File: src/rtl/idli_io_regs_m.sv
// Nibble-serial I/O register bank: NUM_REGS words of WORD_NIBS nibbles, one word per
// transaction LSB nibble first, writes staged in a shadow word and committed atomically.
module idli_io_regs_m #(
    parameter int NUM_REGS  = 4,
    parameter int WORD_NIBS = 4,
    localparam int WORD_BITS = 4 * WORD_NIBS,
    localparam int SEL_W     = $clog2(NUM_REGS),
    localparam int NIB_W     = $clog2(WORD_NIBS)
) (
    input  logic                          i_ioq_gck,
    input  logic                          i_ioq_rst,
    input  logic                          i_ioq_start,
    input  logic [SEL_W-1:0]              i_ioq_sel,
    input  logic                          i_ioq_wr_en,
    input  logic [3:0]                    i_ioq_data,
    output logic [3:0]                    o_ioq_data,
    output logic                          o_ioq_busy,
    output logic [NIB_W-1:0]              o_ioq_nib,
    output logic [NUM_REGS-1:0]           o_ioq_dirty,
    input  logic [NUM_REGS-1:0]           i_ioq_dirty_clr,
    output logic [NUM_REGS*WORD_BITS-1:0] o_ioq_pins
);

    typedef enum logic {IDLE, XFER} state_t;

    localparam logic [NIB_W-1:0] LAST = NIB_W'(WORD_NIBS - 1);

    state_t                 state_q, state_d;
    logic [NIB_W-1:0]       cnt_q, cnt_d;
    logic [SEL_W-1:0]       sel_q, sel_d;
    logic                   wr_q, wr_d;
    logic [WORD_BITS-5:0]   shd_q, shd_d;
    logic [WORD_BITS-1:0]   regs_q [NUM_REGS];
    logic [WORD_BITS-1:0]   regs_d [NUM_REGS];
    logic [NUM_REGS-1:0]    dirty_q, dirty_d;

    logic                   start_ok;
    logic                   xfer_cont;
    logic                   commit;
    logic [SEL_W-1:0]       act_sel;
    logic                   act_wr;
    logic [NIB_W-1:0]       act_nib;
    logic [WORD_BITS-1:0]   rd_word;

    // NOTE: every signal gets a default at the top of the block so no path leaves it unassigned and infers a latch.
    always_comb begin
        start_ok  = i_ioq_start && (state_q == IDLE || cnt_q == LAST);
        xfer_cont = (state_q == XFER) && !start_ok;
        commit    = (state_q == XFER) && (cnt_q == LAST) && wr_q;

        // The accepted-start cycle uses the live inputs; later cycles use the latched ones.
        act_sel = xfer_cont ? sel_q : i_ioq_sel;
        act_wr  = xfer_cont ? wr_q  : i_ioq_wr_en;
        act_nib = xfer_cont ? cnt_q : '0;

        rd_word    = regs_q[act_sel];
        o_ioq_data = rd_word[3:0];
        for (int k = 1; k < WORD_NIBS; k++) begin
            if (act_nib == NIB_W'(k)) o_ioq_data = rd_word[k*4 +: 4];
        end

        shd_d = shd_q;
        if ((start_ok || state_q == XFER) && act_wr) begin
            for (int k = 0; k < WORD_NIBS - 1; k++) begin
                if (act_nib == NIB_W'(k)) shd_d[k*4 +: 4] = i_ioq_data;
            end
        end

        regs_d  = regs_q;
        dirty_d = dirty_q & ~i_ioq_dirty_clr;
        if (commit) begin
            regs_d[sel_q]  = {i_ioq_data, shd_q};
            dirty_d[sel_q] = 1'b1;
        end

        state_d = state_q;
        cnt_d   = cnt_q;
        sel_d   = sel_q;
        wr_d    = wr_q;
        if (start_ok) begin
            state_d = XFER;
            cnt_d   = NIB_W'(1);
            sel_d   = i_ioq_sel;
            wr_d    = i_ioq_wr_en;
        end else if (state_q == XFER) begin
            if (cnt_q == LAST) begin
                state_d = IDLE;
                cnt_d   = '0;
            end else begin
                cnt_d = cnt_q + NIB_W'(1);
            end
        end
    end

    // NOTE: state is updated with non-blocking assignments so every flop samples pre-edge values.
    always_ff @(posedge i_ioq_gck or posedge i_ioq_rst) begin
        if (i_ioq_rst) begin
            state_q <= IDLE;
            cnt_q   <= '0;
            sel_q   <= '0;
            wr_q    <= 1'b0;
            shd_q   <= '0;
            dirty_q <= '0;
            // NOTE: the register array drives pins directly, so it is flop-based and must reset to a known value.
            for (int r = 0; r < NUM_REGS; r++) regs_q[r] <= '0;
        end else begin
            state_q <= state_d;
            cnt_q   <= cnt_d;
            sel_q   <= sel_d;
            wr_q    <= wr_d;
            shd_q   <= shd_d;
            dirty_q <= dirty_d;
            for (int r = 0; r < NUM_REGS; r++) regs_q[r] <= regs_d[r];
        end
    end

    assign o_ioq_busy  = (state_q == XFER);
    assign o_ioq_nib   = act_nib;
    assign o_ioq_dirty = dirty_q;

    for (genvar r = 0; r < NUM_REGS; r++) begin : g_pins
        assign o_ioq_pins[r*WORD_BITS +: WORD_BITS] = regs_q[r];
    end

endmodule

File: config.mk
export PLATFORM = sky130hd
export DESIGN_NAME = idli_io_regs_m
export DESIGN_NICKNAME = d
export VERILOG_FILES = /design/src/rtl/idli_io_regs_m.sv
export SDC_FILE = /design/constraint.sdc
export NUM_CORES = 1
export LEC_CHECK = 0
export ABC_AREA = 1
export ABC_CLOCK_PERIOD_IN_PS = 5900
export CAP_MARGIN = 20
export CORE_ASPECT_RATIO = 1.5
export CORE_MARGIN = 1
export CORE_UTILIZATION = 50
export CTS_BUF_LIST = sky130_fd_sc_hd__clkbuf_4
export CTS_CLUSTER_DIAMETER = 100
export DETAILED_ROUTE_END_ITERATION = 10
export PLACE_DENSITY = 0.79
export SLEW_MARGIN = 20
export SYNTH_ARGS = -nofsm -noshare
export SYNTH_HDL_FRONTEND = slang
export SYNTH_SLANG_ARGS = --single-unit
File: constraint.sdc
create_clock -name i_ioq_gck -period 5.9 [get_ports i_ioq_gck]
set_clock_uncertainty 0.15 [all_clocks]
set_input_delay 1.18 -clock i_ioq_gck [delete_from_list [all_inputs] [get_ports i_ioq_gck]]
set_output_delay 1.18 -clock i_ioq_gck [all_outputs]
set_load 0.01 [all_outputs]
---- Yosys cells after proc, flatten, opt, wreduce, memory -nomap -nowiden ----
Cells that the tools add are included.
storage, ports and cells
  bits in registers ....................... 86
  bits of input ports ..................... 14
  logic and storage cells ................. 64
cells by class
  eq/ne operators ......................... 4
  add/subtract/negate cells ............... 1
  bitwise operators ....................... 6
  order comparisons ....................... 5
  muxes and demuxes ....................... 21
  reductions and logical operators ........ 15
operators by type and width
  kind                                                                                 count
  64-bit bitwise mux                                                                   1
  16-bit 2-to-1 mux                                                                    3
  16-bit binary-select mux with 2-bit select                                           1
  16-bit demux with 2-bit select                                                       1
  4-bit 2-to-1 mux                                                                     4
  2-bit 2-to-1 mux                                                                     5
  1-bit logical AND                                                                    7
  2-bit equality test, second input constant                                           3
  3-bit greater-or-equal comparator, second input constant                             2
  2-bit inverter with 3-bit output                                                     2
  2-bit AND reduction                                                                  3
  1-bit 2-to-1 mux                                                                     5
  4-bit bitwise AND                                                                    1
  4-bit inverter                                                                       1
  4-bit bitwise OR                                                                     1
  2-bit by 3-bit less-than comparator with 1-bit output, second input constant         1
  3-bit by 1-bit less-than comparator with 1-bit output, second input constant         1
  2-bit by 1-bit adder with 2-bit output, second input constant                        1
  1-bit demux with 2-bit select                                                        1
  2-bit by 1-bit equality test with 1-bit output, second input constant                1
  2-bit by 1-bit greater-or-equal comparator with 1-bit output, second input constant  1
  2-bit zero test                                                                      1
  1-bit logical OR                                                                     2
  2-bit nonzero test                                                                   1
  other kinds (2)                                                                      2

---- Longest topological paths before layout ----
  depth in word-level cells ............... 13
  depth in mapped cells ................... 11
  depth with buffers taken out ............ 11

---- Worst setup path before layout ----
Ideal clock, no wire load.
  path kind ............................... input -> output
  from .................................... input port i_ioq_start
  to ...................................... output port o_ioq_data[2]
  data required time ...................... 4,570 ps
  data arrival time ....................... 2,171 ps
  path buffers ............................ 1
  path slack .............................. 2,399 ps
  stages .................................. 10
  cell sequence ........................... a21oi_4 -> nand2_4 -> nand2_4 -> buf_6 -> nand2_1 -> nand3_1 -> nand3_1 -> nand2_1 -> nand2_1 -> nand2_1
on the way
  longest elaborated chain between the ends .. 11
  elaborated cells between the ends (all ways) .. 15
ends and longest elaborated chain
  element                                                 RTL line  text
  from (decl)                                             12        input logic i_ioq_start,
  1-bit logical AND (*)                                   47        start_ok = i_ioq_start && (state_q == IDLE || cnt_q == LAST);
  1-bit zero test (*)                                     48        xfer_cont = (state_q == XFER) && !start_ok;
  1-bit logical AND (*)                                   48
  2-bit 2-to-1 mux                                        52        act_sel = xfer_cont ? sel_q : i_ioq_sel;
  2-bit inverter with 3-bit output (not written as such)  56        rd_word = regs_q[act_sel];
  16-bit binary-select mux with 2-bit select              56
  16-bit 2-to-1 mux (not written as such) (2 in series)   56
  4-bit 2-to-1 mux (2 in series)                          59        if (act_nib == NIB_W'(k)) o_ioq_data = rd_word[k*4 +: 4];
  4-bit 2-to-1 mux (*)                                    59
  to (decl)                                               16        output logic [3:0] o_ioq_data,
Mark *: on every way between the ends. The rest lies on a longest branch, timed or not. The select of a mux whose other input is x is not followed.

---- Worst setup path in the final report ----
  from .................................... input port i_ioq_start
  to ...................................... output port o_ioq_data[0]
The elaborated chain is that of the path after synthesis.

==> impl_metrics.env <==
export IMPL_status="finished clean"
export IMPL_final_cell_mix="nand2_1, clkdlybuf4s50_1, dfrtp_1, o21ai_0"
export IMPL_synth_cell_types=24
export IMPL_fin_util=0.665
export IMPL_nNetsFinal=597
export IMPL_ys_async_sr_fraction=1.00
export IMPL_syn_to_final_growth_pct=27.0
export IMPL_p_leak_nw=2.45
export IMPL_worstSetupStartpointType="primary input"
export IMPL_whs_path_depth=2
export IMPL_cp_max_fo=16
export IMPL_cp_slowest_cell="o21ai_2"
export IMPL_cpPeakStageDelay_ps=580
export IMPL_hold_viol=0
export IMPL_max_vdd_ir_drop_mv=0.338
export IMPL_track_usage=0.284
export IMPL_drive_above_1_share=0.0545
export IMPL_cts_resized_gates=0
export IMPL_seq_area_frac_synth=0.533
export IMPL_coreArea_um2=7710
export IMPL_die_h_um=112
export IMPL_reg2reg_depth=7
export IMPL_fillers=693
export IMPL_gp_congestion=0.963
export IMPL_powerDensity_nw_per_um2=626
export IMPL_cts_tree="built"
export IMPL_drt_initial_drc_count=283
export IMPL_grt_pass1_wl_um=17800
export IMPL_synth_cells=498
export IMPL_finalSetupViolCount=0
export IMPL_criticalPathCategory="in2out"
export IMPL_io_buffers=88
export IMPL_syn_nets=513
export IMPL_timing_fmax_mhz=207
export IMPL_synth_edf_count=0
export IMPL_final_common_cell="nand2_1"
export IMPL_htree_levels=3
export IMPL_netlist_top_cells_area="dfrtp_1, nand2_1, o21ai_0"
export IMPL_hp_class="reg2reg"
export IMPL_grt_setup_unrepaired="no"
export IMPL_route_detailed_drc=0
export IMPL_die_w_um=75.4
export IMPL_worstReg2RegStart="cnt_q[0]"
export IMPL_vias=3711
export IMPL_holdCritStartpoint="shd_q[1]"
export IMPL_ios=89
export IMPL_postCtsSetupBuffers=0
export IMPL_hold_path_end="shd_q[1]"
export IMPL_postRouteAntennaNets=0
export IMPL_grt_max_degree=51
export IMPL_crit_family="buffers and inverters"
export IMPL_netlist_top_cell_by_area="dfrtp_1"
export IMPL_yosysWarnings=0
export IMPL_tns_ps=0
export IMPL_stdcell_area_um2=5130
export IMPL_path_cells="clkdlybuf4s50_1 -> a21oi_4 -> o21ai_2 -> nand3_1 -> nand3_1 -> nand3_1 -> nand2_1 -> clkdlybuf4s50_1"
export IMPL_drtPass1Iterations=6
export IMPL_routed_wl_um=11000
export IMPL_placed_area_um2=4970
export IMPL_wl_per_cell_um=15.9
export IMPL_final_period_utilization=0.819
export IMPL_dpl_hpwl_um=7790
export IMPL_path_clk_slew_ps=120
export IMPL_synth_top_area_share=0.533
export IMPL_maxCapViolCount=0
export IMPL_die_area_um2=8450
export IMPL_cts_buffers=9
export IMPL_reg2reg_slack_ps=3230
export IMPL_synth_area_per_cell_um2=8.11
export IMPL_clock_path_buffers=2
export IMPL_vias_per_cell=5.39
export IMPL_root_buffer="clkbuf_4"
export IMPL_final_max_slew_violation_count=0
export IMPL_slew_headroom=0.533
export IMPL_worst_pin_slew_ps=701
export IMPL_arrival_ps=3500
export IMPL_reg2reg_to="o_ioq_pins[21]"
export IMPL_cp_required_ps=4570
export IMPL_ys_ff_latch=86
export IMPL_start_util=0.524
export IMPL_path_buf_inv=2
export IMPL_ctsHoldBuffers=0
export IMPL_min_period_ps=4830
export IMPL_rows=39
export IMPL_diodes=0
export IMPL_antenna_found_initial=0
export IMPL_hold_slack_ps=362
export IMPL_numClockSinks=86
export IMPL_overflow=0
export IMPL_ys_flop_type="dfrtp_1"
export IMPL_synth_area_um2=4040
export IMPL_clk_latency_ps=460
export IMPL_cpMostUsedCell="nand3_1"
export IMPL_endpoint_kind="output port"
export IMPL_first_global_vias=3665
[cell type report]
class | instances | area, um^2 | area share
Sequential cell | 86 | 2150 | 0.420
Multi-Input combinational cell | 324 | 1530 | 0.298
Timing Repair Buffer | 91 | 903 | 0.176
Inverter | 70 | 264 | 0.0515
Tap cell | 102 | 128 | 0.0249
Clock inverter | 6 | 76.3 | 0.0149
Clock buffer | 10 | 75.1 | 0.0146
[where the power goes]
group	internal, mW	switching [mW]
Sequential	0.857	0.246
Clock	0.172	0.193
Combinational	0.784	0.961
[routing by layer]
metal,up-vias,global-route usage,share of wire
met3,25,0.0530,0.061
li1,1765,-,-
met5,-,0,0
met2,154,0.449,0.50
met1,1767,0.378,0.41
met4,0,0.123,0.028
[worst max path at each step]
stage,from,to,slack [ps],depth (start not counted)
floorplan,i_ioq_rst,cnt_q[0],2350,1
global placement,i_ioq_start,o_ioq_data[3],1120,11
detailed placement,i_ioq_start,o_ioq_data[1],1100,11
CTS,i_ioq_start,o_ioq_data[3],1090,11
global route,i_ioq_start,o_ioq_data[3],920,11
finish,i_ioq_start,o_ioq_data[0],1070,8
[kinds of logic after synthesis]
| family | after synthesis | share of synthesized area |
|---|---|---|
| fa+ha+maj | 1 | 0.00310 |
| simple gates | 233 | 0.255 |
| flops | 86 | 0.533 |
| buf+inv | 88 | 0.0911 |
| compound gates | 90 | 0.118 |
[state kept, by name, indices dropped and copies added, names as in the netlist]
name,count
o_ioq_pins,64
shd_q,12
o_ioq_dirty,4
cnt_q,2
sel_q,2
o_ioq_busy,1
wr_q,1
[synthesized netlist by cell type, types with 2 or more instances]
cell,number
nand2_4,4
o21ai_1,3
nand3_1,70
nand2_1,152
dfrtp_1,86
inv_1,69
o21ai_2,2
buf_6,4
clkbuf_1,12
nor2_4,2
o21ai_0,80
buf_4,2
[metrics by stage]
step                      setup slack [ps]  std cells  total power, mW
final                                 1070        689             3.21
after global routing                   919        689             3.46
after CTS                             1090        689             3.21
after global placement                1120        673             2.79
after floorplan                       2350        498             2.07
after detailed placement              1100        673             2.84
[worst register-to-register path, delay by kind of cell (launching register included)]
kind / cells / cell delay [ps]
compound gates: 1 / 70
fa+ha+maj: 1 / 320
buf+inv: 2 / 500
flops: 1 / 620
simple gates: 3 / 890
Note: power is estimated with default switching activity, not from simulation.
